$ cat src/rtl/cpu_run_pkg.sv
// cpu_run_pkg: shared definitions for the CPU run controller.
//   - state_t and ST_* : session FSM state encoding
//   - LOAD_TGT_*       : load_target selector values
//   - CYCLE_COUNT_WIDTH: width of the RUN cycle counter
package cpu_run_pkg;

    localparam int unsigned CYCLE_COUNT_WIDTH = 32;

    localparam logic LOAD_TGT_INST = 1'b0;
    localparam logic LOAD_TGT_DATA = 1'b1;

    typedef logic [2:0] state_t;

    localparam state_t ST_IDLE = 3'd0;
    localparam state_t ST_LOAD = 3'd1;
    localparam state_t ST_HOLD = 3'd2;
    localparam state_t ST_RUN  = 3'd3;
    localparam state_t ST_DONE = 3'd4;

endpackage

$ cat src/rtl/halt_detector.sv
// halt_detector: flags a core halt when the PC stays unchanged for HALT_REPEAT
// consecutive enabled cycles. The first enabled cycle has no previous PC.
//   clk, reset : clock, asynchronous active-high reset
//   enable     : high while the core is running; low clears all history
//   pc         : core program counter, sampled every enabled cycle
//   halt       : combinational pulse in the cycle the repeat count is reached
module halt_detector
    import cpu_run_pkg::*;
#(
    parameter int unsigned PC_WIDTH    = 32,
    parameter int unsigned HALT_REPEAT = 4
) (
    input  logic                clk,
    input  logic                reset,
    input  logic                enable,
    input  logic [PC_WIDTH-1:0] pc,
    output logic                halt
);

    localparam int unsigned RW = (HALT_REPEAT > 1) ? $clog2(HALT_REPEAT) : 1;
    localparam logic [RW-1:0] REP_LAST = RW'(HALT_REPEAT - 1);

    logic [PC_WIDTH-1:0] prev_pc_q;
    logic                prev_valid_q;
    logic [RW-1:0]       rep_q;     // repeats already seen before this cycle
    logic                same_pc;

    assign same_pc = prev_valid_q && (pc == prev_pc_q);
    assign halt    = enable && same_pc && (rep_q == REP_LAST);

    always_ff @(posedge clk or posedge reset) begin
        if (reset) begin
            prev_pc_q    <= '0;
            prev_valid_q <= 1'b0;
            rep_q        <= '0;
        end else if (!enable) begin
            prev_pc_q    <= '0;
            prev_valid_q <= 1'b0;
            rep_q        <= '0;
        end else begin
            prev_pc_q    <= pc;
            prev_valid_q <= 1'b1;
            if (!same_pc) begin
                rep_q <= '0;
            end else if (rep_q != REP_LAST) begin
                rep_q <= rep_q + 1'b1;
            end
        end
    end

endmodule

$ cat src/rtl/cpu_run_controller.sv
// cpu_run_controller: session controller for the single-cycle processor.
// Streams instruction/data images into memory, holds the core in reset for
// RESET_CYCLES, runs it under a MAX_CYCLES budget and reports halt/timeout.
//   clk, reset           : clock, asynchronous active-high reset (-> IDLE)
//   start                : session start pulse (IDLE/DONE only)
//   load_*               : load stream (valid/ready/target/data/last)
//   imem_*, dmem_*       : registered memory write ports
//   core_reset, core_pc  : processor reset out, processor PC in
//   busy, done, halted, timeout, load_overflow, cycle_count : status
module cpu_run_controller
    import cpu_run_pkg::*;
#(
    parameter int unsigned INST_WIDTH   = 32,
    parameter int unsigned INST_DEPTH   = 256,
    parameter int unsigned DATA_WIDTH   = 32,
    parameter int unsigned DATA_DEPTH   = 256,
    parameter int unsigned PC_WIDTH     = 32,
    parameter int unsigned RESET_CYCLES = 1,
    parameter int unsigned MAX_CYCLES   = 25,
    parameter int unsigned HALT_REPEAT  = 4,
    localparam int unsigned LOAD_WIDTH  = (INST_WIDTH > DATA_WIDTH) ? INST_WIDTH : DATA_WIDTH,
    localparam int unsigned IA          = (INST_DEPTH > 1) ? $clog2(INST_DEPTH) : 1,
    localparam int unsigned DA          = (DATA_DEPTH > 1) ? $clog2(DATA_DEPTH) : 1
) (
    input  logic                         clk,
    input  logic                         reset,
    input  logic                         start,
    input  logic                         load_valid,
    output logic                         load_ready,
    input  logic                         load_target,
    input  logic [LOAD_WIDTH-1:0]        load_data,
    input  logic                         load_last,
    output logic                         imem_we,
    output logic [IA-1:0]                imem_addr,
    output logic [INST_WIDTH-1:0]        imem_wdata,
    output logic                         dmem_we,
    output logic [DA-1:0]                dmem_addr,
    output logic [DATA_WIDTH-1:0]        dmem_wdata,
    output logic                         core_reset,
    input  logic [PC_WIDTH-1:0]          core_pc,
    output logic                         busy,
    output logic                         done,
    output logic                         halted,
    output logic                         timeout,
    output logic                         load_overflow,
    output logic [CYCLE_COUNT_WIDTH-1:0] cycle_count
);

    localparam int unsigned HW = (RESET_CYCLES > 1) ? $clog2(RESET_CYCLES) : 1;
    localparam logic [HW-1:0] HOLD_LAST = HW'(RESET_CYCLES - 1);
    // Counters are one bit wider than the address so they can sit at DEPTH.
    localparam logic [IA:0] INST_FULL = (IA + 1)'(INST_DEPTH);
    localparam logic [DA:0] DATA_FULL = (DA + 1)'(DATA_DEPTH);
    localparam logic [CYCLE_COUNT_WIDTH-1:0] MAX_COUNT = CYCLE_COUNT_WIDTH'(MAX_CYCLES);

    state_t                         state_q, state_d;
    logic [IA:0]                    icnt_q, icnt_d;
    logic [DA:0]                    dcnt_q, dcnt_d;
    logic [HW-1:0]                  hold_q, hold_d;
    logic                           imem_we_q, imem_we_d;
    logic [IA-1:0]                  imem_addr_q, imem_addr_d;
    logic [INST_WIDTH-1:0]          imem_wdata_q, imem_wdata_d;
    logic                           dmem_we_q, dmem_we_d;
    logic [DA-1:0]                  dmem_addr_q, dmem_addr_d;
    logic [DATA_WIDTH-1:0]          dmem_wdata_q, dmem_wdata_d;
    logic                           core_reset_q, core_reset_d;
    logic                           done_q, done_d;
    logic                           halted_q, halted_d;
    logic                           timeout_q, timeout_d;
    logic                           ovf_q, ovf_d;
    logic [CYCLE_COUNT_WIDTH-1:0]   count_q, count_d;
    logic                           halt;

    halt_detector #(
        .PC_WIDTH    (PC_WIDTH),
        .HALT_REPEAT (HALT_REPEAT)
    ) u_halt_detector (
        .clk    (clk),
        .reset  (reset),
        .enable (state_q == ST_RUN),
        .pc     (core_pc),
        .halt   (halt)
    );

    always_comb begin
        state_d      = state_q;
        icnt_d       = icnt_q;
        dcnt_d       = dcnt_q;
        hold_d       = hold_q;
        imem_we_d    = 1'b0;
        imem_addr_d  = imem_addr_q;
        imem_wdata_d = imem_wdata_q;
        dmem_we_d    = 1'b0;
        dmem_addr_d  = dmem_addr_q;
        dmem_wdata_d = dmem_wdata_q;
        core_reset_d = core_reset_q;
        done_d       = done_q;
        halted_d     = halted_q;
        timeout_d    = timeout_q;
        ovf_d        = ovf_q;
        count_d      = count_q;

        case (state_q)
            ST_IDLE, ST_DONE: begin
                if (start) begin
                    state_d   = ST_LOAD;
                    icnt_d    = '0;
                    dcnt_d    = '0;
                    count_d   = '0;
                    done_d    = 1'b0;
                    halted_d  = 1'b0;
                    timeout_d = 1'b0;
                    ovf_d     = 1'b0;
                end
            end
            ST_LOAD: begin
                if (load_valid) begin
                    if (load_target == LOAD_TGT_INST) begin
                        if (icnt_q != INST_FULL) begin
                            imem_we_d    = 1'b1;
                            imem_addr_d  = icnt_q[IA-1:0];
                            imem_wdata_d = load_data[INST_WIDTH-1:0];
                            icnt_d       = icnt_q + 1'b1;
                        end else begin
                            ovf_d = 1'b1;
                        end
                    end else begin
                        if (dcnt_q != DATA_FULL) begin
                            dmem_we_d    = 1'b1;
                            dmem_addr_d  = dcnt_q[DA-1:0];
                            dmem_wdata_d = load_data[DATA_WIDTH-1:0];
                            dcnt_d       = dcnt_q + 1'b1;
                        end else begin
                            ovf_d = 1'b1;
                        end
                    end
                    if (load_last) begin
                        state_d = ST_HOLD;
                        hold_d  = '0;
                    end
                end
            end
            ST_HOLD: begin
                if (hold_q == HOLD_LAST) begin
                    state_d      = ST_RUN;
                    core_reset_d = 1'b0;
                end else begin
                    hold_d = hold_q + 1'b1;
                end
            end
            ST_RUN: begin
                count_d = count_q + 1'b1;
                // Halt takes priority over a timeout landing in the same cycle.
                if (halt) begin
                    state_d      = ST_DONE;
                    core_reset_d = 1'b1;
                    done_d       = 1'b1;
                    halted_d     = 1'b1;
                end else if (count_d == MAX_COUNT) begin
                    state_d      = ST_DONE;
                    core_reset_d = 1'b1;
                    done_d       = 1'b1;
                    timeout_d    = 1'b1;
                end
            end
            default: begin
                state_d      = ST_IDLE;
                core_reset_d = 1'b1;
            end
        endcase
    end

    always_ff @(posedge clk or posedge reset) begin
        if (reset) begin
            state_q      <= ST_IDLE;
            icnt_q       <= '0;
            dcnt_q       <= '0;
            hold_q       <= '0;
            imem_we_q    <= 1'b0;
            imem_addr_q  <= '0;
            imem_wdata_q <= '0;
            dmem_we_q    <= 1'b0;
            dmem_addr_q  <= '0;
            dmem_wdata_q <= '0;
            core_reset_q <= 1'b1;
            done_q       <= 1'b0;
            halted_q     <= 1'b0;
            timeout_q    <= 1'b0;
            ovf_q        <= 1'b0;
            count_q      <= '0;
        end else begin
            state_q      <= state_d;
            icnt_q       <= icnt_d;
            dcnt_q       <= dcnt_d;
            hold_q       <= hold_d;
            imem_we_q    <= imem_we_d;
            imem_addr_q  <= imem_addr_d;
            imem_wdata_q <= imem_wdata_d;
            dmem_we_q    <= dmem_we_d;
            dmem_addr_q  <= dmem_addr_d;
            dmem_wdata_q <= dmem_wdata_d;
            core_reset_q <= core_reset_d;
            done_q       <= done_d;
            halted_q     <= halted_d;
            timeout_q    <= timeout_d;
            ovf_q        <= ovf_d;
            count_q      <= count_d;
        end
    end

    assign load_ready    = (state_q == ST_LOAD);
    assign busy          = (state_q == ST_LOAD) || (state_q == ST_HOLD) || (state_q == ST_RUN);
    assign imem_we       = imem_we_q;
    assign imem_addr     = imem_addr_q;
    assign imem_wdata    = imem_wdata_q;
    assign dmem_we       = dmem_we_q;
    assign dmem_addr     = dmem_addr_q;
    assign dmem_wdata    = dmem_wdata_q;
    assign core_reset    = core_reset_q;
    assign done          = done_q;
    assign halted        = halted_q;
    assign timeout       = timeout_q;
    assign load_overflow = ovf_q;
    assign cycle_count   = count_q;

endmodule

$ cat config.mk
export PLATFORM = sky130hd
export DESIGN_NAME = cpu_run_controller
export DESIGN_NICKNAME = d
export VERILOG_FILES = /design/src/rtl/cpu_run_pkg.sv /design/src/rtl/halt_detector.sv /design/src/rtl/cpu_run_controller.sv
export SDC_FILE = /design/constraint.sdc
export NUM_CORES = 1
export LEC_CHECK = 0
export BUFFER_PORTS_ARGS = -buffer_cell sky130_fd_sc_hd__buf_2
export CORE_MARGIN = 4
export CORE_UTILIZATION = 38
export DETAILED_ROUTE_END_ITERATION = 16
export HOLD_SLACK_MARGIN = 0.06
export SLEW_MARGIN = 20
export SYNTH_ARGS = -nofsm -noshare
export SYNTH_HDL_FRONTEND = slang
export SYNTH_SLANG_ARGS = --single-unit
$ cat constraint.sdc
create_clock -name clk -period 13.18 [get_ports clk]
set_input_delay 1.318 -clock clk [delete_from_list [all_inputs] [get_ports clk]]
set_output_delay 1.318 -clock clk [all_outputs]
set_load 0.05 [all_outputs]
==> run metrics <==
Tmin final=3680 ps; Root Driver=clkbuf_16; clk buf depth=2; Max-slew headroom=0.290; core area=21200 µm²; Inst Count DP=1247; Syn. warnings=0; post-CTS sizing=0; Clock Latency Late Sink=430 ps; fmax=272 MHz; gp weighted congestion=0.805; Top FF cell, synth=dfrtp_1; cts bufs inserted=17; number of global-route vias before repair=6557; Post-Syn Nets=906; worst-path cell chain=or4_1 -> o41a_1 -> nand3_2 -> clkinv_1 -> nand2_1 -> nand2_1; IO buf count=190; Cell Rows=53; initial antenna violation count=1; Total GRT Usage=0.177; RSZ-0062 raised after global routing=no; die area=24200 µm²; area delta synth->final=21.0%; Worst Skew=12.2 ps; # IOs=191; share of layout cells above drive strength 1=0.285; total setup buffers inserted after CTS=0; gate count after technology mapping=829; DR vias=6692; Worst Max-Slew Pin Slew=1060 ps; Worst-path clk slew=70 ps; post-synthesis sequential area ratio=0.529; Initial Utilization=0.390; antenna viol nets, final=0; Die X=156 µm; commonest cells after routing, fill and taps aside=buf_2, dfrtp_1, nand2_1; worst-case reg-to-reg path depth=6; Hold Crit Depth=2; Arrival @ worst endpoint=3980 ps; Non-Filler Instances=1280; nets@finish=1068; critical path type=flop to flop; Design Power=2.33 mW; routed vias/inst=5.23; Cell Area, Synth=8280 µm²; Die H=156 µm; global route overflow=0; final core occ=0.472; Synth area leader=dfrtp_1; Initial DRT Pass Iterations=5; CTS tree=yes; hold crit path type=flop to flop; CTS sink cnt=175; most common library cell in the layout ignoring fill and taps=buf_2; cell count along the critical path=6; status=finished clean; Post-synth EDFFs=0; Worst path max stage delay=1090 ps; largest net degree at the start of global routing=107; syn avg cell area=9.99 µm²; Post-CTS Hold Buffers=0; dpl hpwl=15.1 mm; Yosys cell types=63; CP Launch Type=flop; Crit path required time=13480 ps; final wirelength=21.7 mm; Post-synth ARST share=1.00; power per cell area=233 nW/µm²; register bit total from synthesis=175; Top Family by Delay on Critical Path=simple AND/OR/NAND/NOR gates; WL/cell=16.9 µm; setup TNS=0 ps; Leakage=4.98 nW; DRT iter0 DRCs=379; WP buf/inv=1; max-cap viol count=0; CP most frequent cell=nand2_1; Max FO, Critical Path=44; crit path max-delay cell type=clkinv_1; worst vdd ir=77.6 µV; first-pass GRT wire length=34.8 mm; Max Slew Vio Count=0; fill cell count=2076; # H-tree levels=4; drt drc=0; final hold vios=0; Worst setup EP type=flop; top-area cell type share of the netlist area=0.526; Final setup viols=0; Tcrit/Tclk final=0.279; ranking of synthesized cells by area=dfrtp_1, nand2_1, mux2_2
==> metrics by stage <==
step	hold WS [ps]	area, µm²	worst slack [ps]
finish	467	10000	9500
global placement	454	9430	9360
floorplan	491	8280	7120
CTS	474	10000	9490
detailed placement	457	9430	9270
global route	498	10000	9200
==> kinds of logic after synthesis <==
group | Yosys count | share of synthesized area
adder cells (fa/ha/maj) | 7 | 0.0106
buffers and inverters | 67 | 0.0320
AND/OR/NAND/NOR | 353 | 0.211
AO/OA/AOI/OAI | 117 | 0.0872
XOR/XNOR | 63 | 0.0666
flip-flops | 175 | 0.529
multiplexers | 47 | 0.0634
==> final timing paths <==
path / start / end / slack, ps
worst max-delay path: dcnt_q[2] / dmem_wdata[3] / 9500
worst min-delay path: dmem_wdata[13] / dmem_wdata[13] / 470
worst max register to register: dcnt_q[2] / dmem_wdata[3] / 9500
worst min register to register: dmem_wdata[13] / dmem_wdata[13] / 470
max in group asynchronous: reset / dmem_addr[7] / 10590
min in group asynchronous: reset / cycle_count[14] / 1100
==> worst register-to-register path: cells and delay by family (launching register included) <==
family                 cells  cell delay (ps)
and+or+nand+nor            4             1620
AOI/OAI and AO/OA          1              390
DFF                        1              440
buffers and inverters      1             1100
==> layout make-up <==
cell class / count / area [µm²] / area share
sequential: 175 / 4380 / 0.437
multi-input combinational: 587 / 3650 / 0.364
timing repair buffer: 196 / 996 / 0.0994
clock buffer: 17 / 425 / 0.0424
tap: 275 / 344 / 0.0343
clock inverter: 15 / 170 / 0.0170
inverter: 14 / 57.6 / 0.00574
antenna: 1 / 2.50 / 0.000250
==> synth_stat cells, types with 7 or more instances <==
library cell / instances
ha_1: 7
xor2_1: 44
clkbuf_1: 40
nand3_1: 33
nor4_1: 20
o21ai_0: 55
nor2_1: 52
buf_2: 8
or3_1: 8
dfrtp_1: 174
and3_1: 37
mux2_2: 44
nor3_1: 10
nand4_1: 19
a21oi_1: 19
o31ai_1: 9
xnor2_1: 19
inv_1: 13
nand2_1: 140
==> per-layer routing <==
| layer | GRT usage | share of wire | vias to the layer above |
|---|---|---|---|
| met5 | 0 | 0 | - |
| met4 | 0.0600 | 0.023 | 0 |
| met3 | 0.0350 | 0.053 | 30 |
| met2 | 0.277 | 0.47 | 192 |
| met1 | 0.247 | 0.45 | 3261 |
| li1 | - | - | 3209 |
==> flip-flops by register name, summed over array words and instances (netlist names) <==
signal / count
imem_addr: 8
dmem_wdata: 32
u_halt_detector.prev_pc_q: 32
timeout: 1
done: 1
dmem_addr: 8
cycle_count: 32
core_reset: 1
icnt_q: 9
load_overflow: 1
dmem_we: 1
u_halt_detector.rep_q: 2
imem_wdata: 32
state_q: 3
halted: 1
u_halt_detector.prev_valid_q: 1
imem_we: 1
dcnt_q: 9
==> power breakdown <==
group	internal [mW]	total (mW)	switching (mW)
registers	0.692	0.804	0.113
clock network	0.271	0.511	0.240
logic	0.263	1.02	0.753
total	1.23	2.33	1.11
Power figures use the tool's default switching activity.
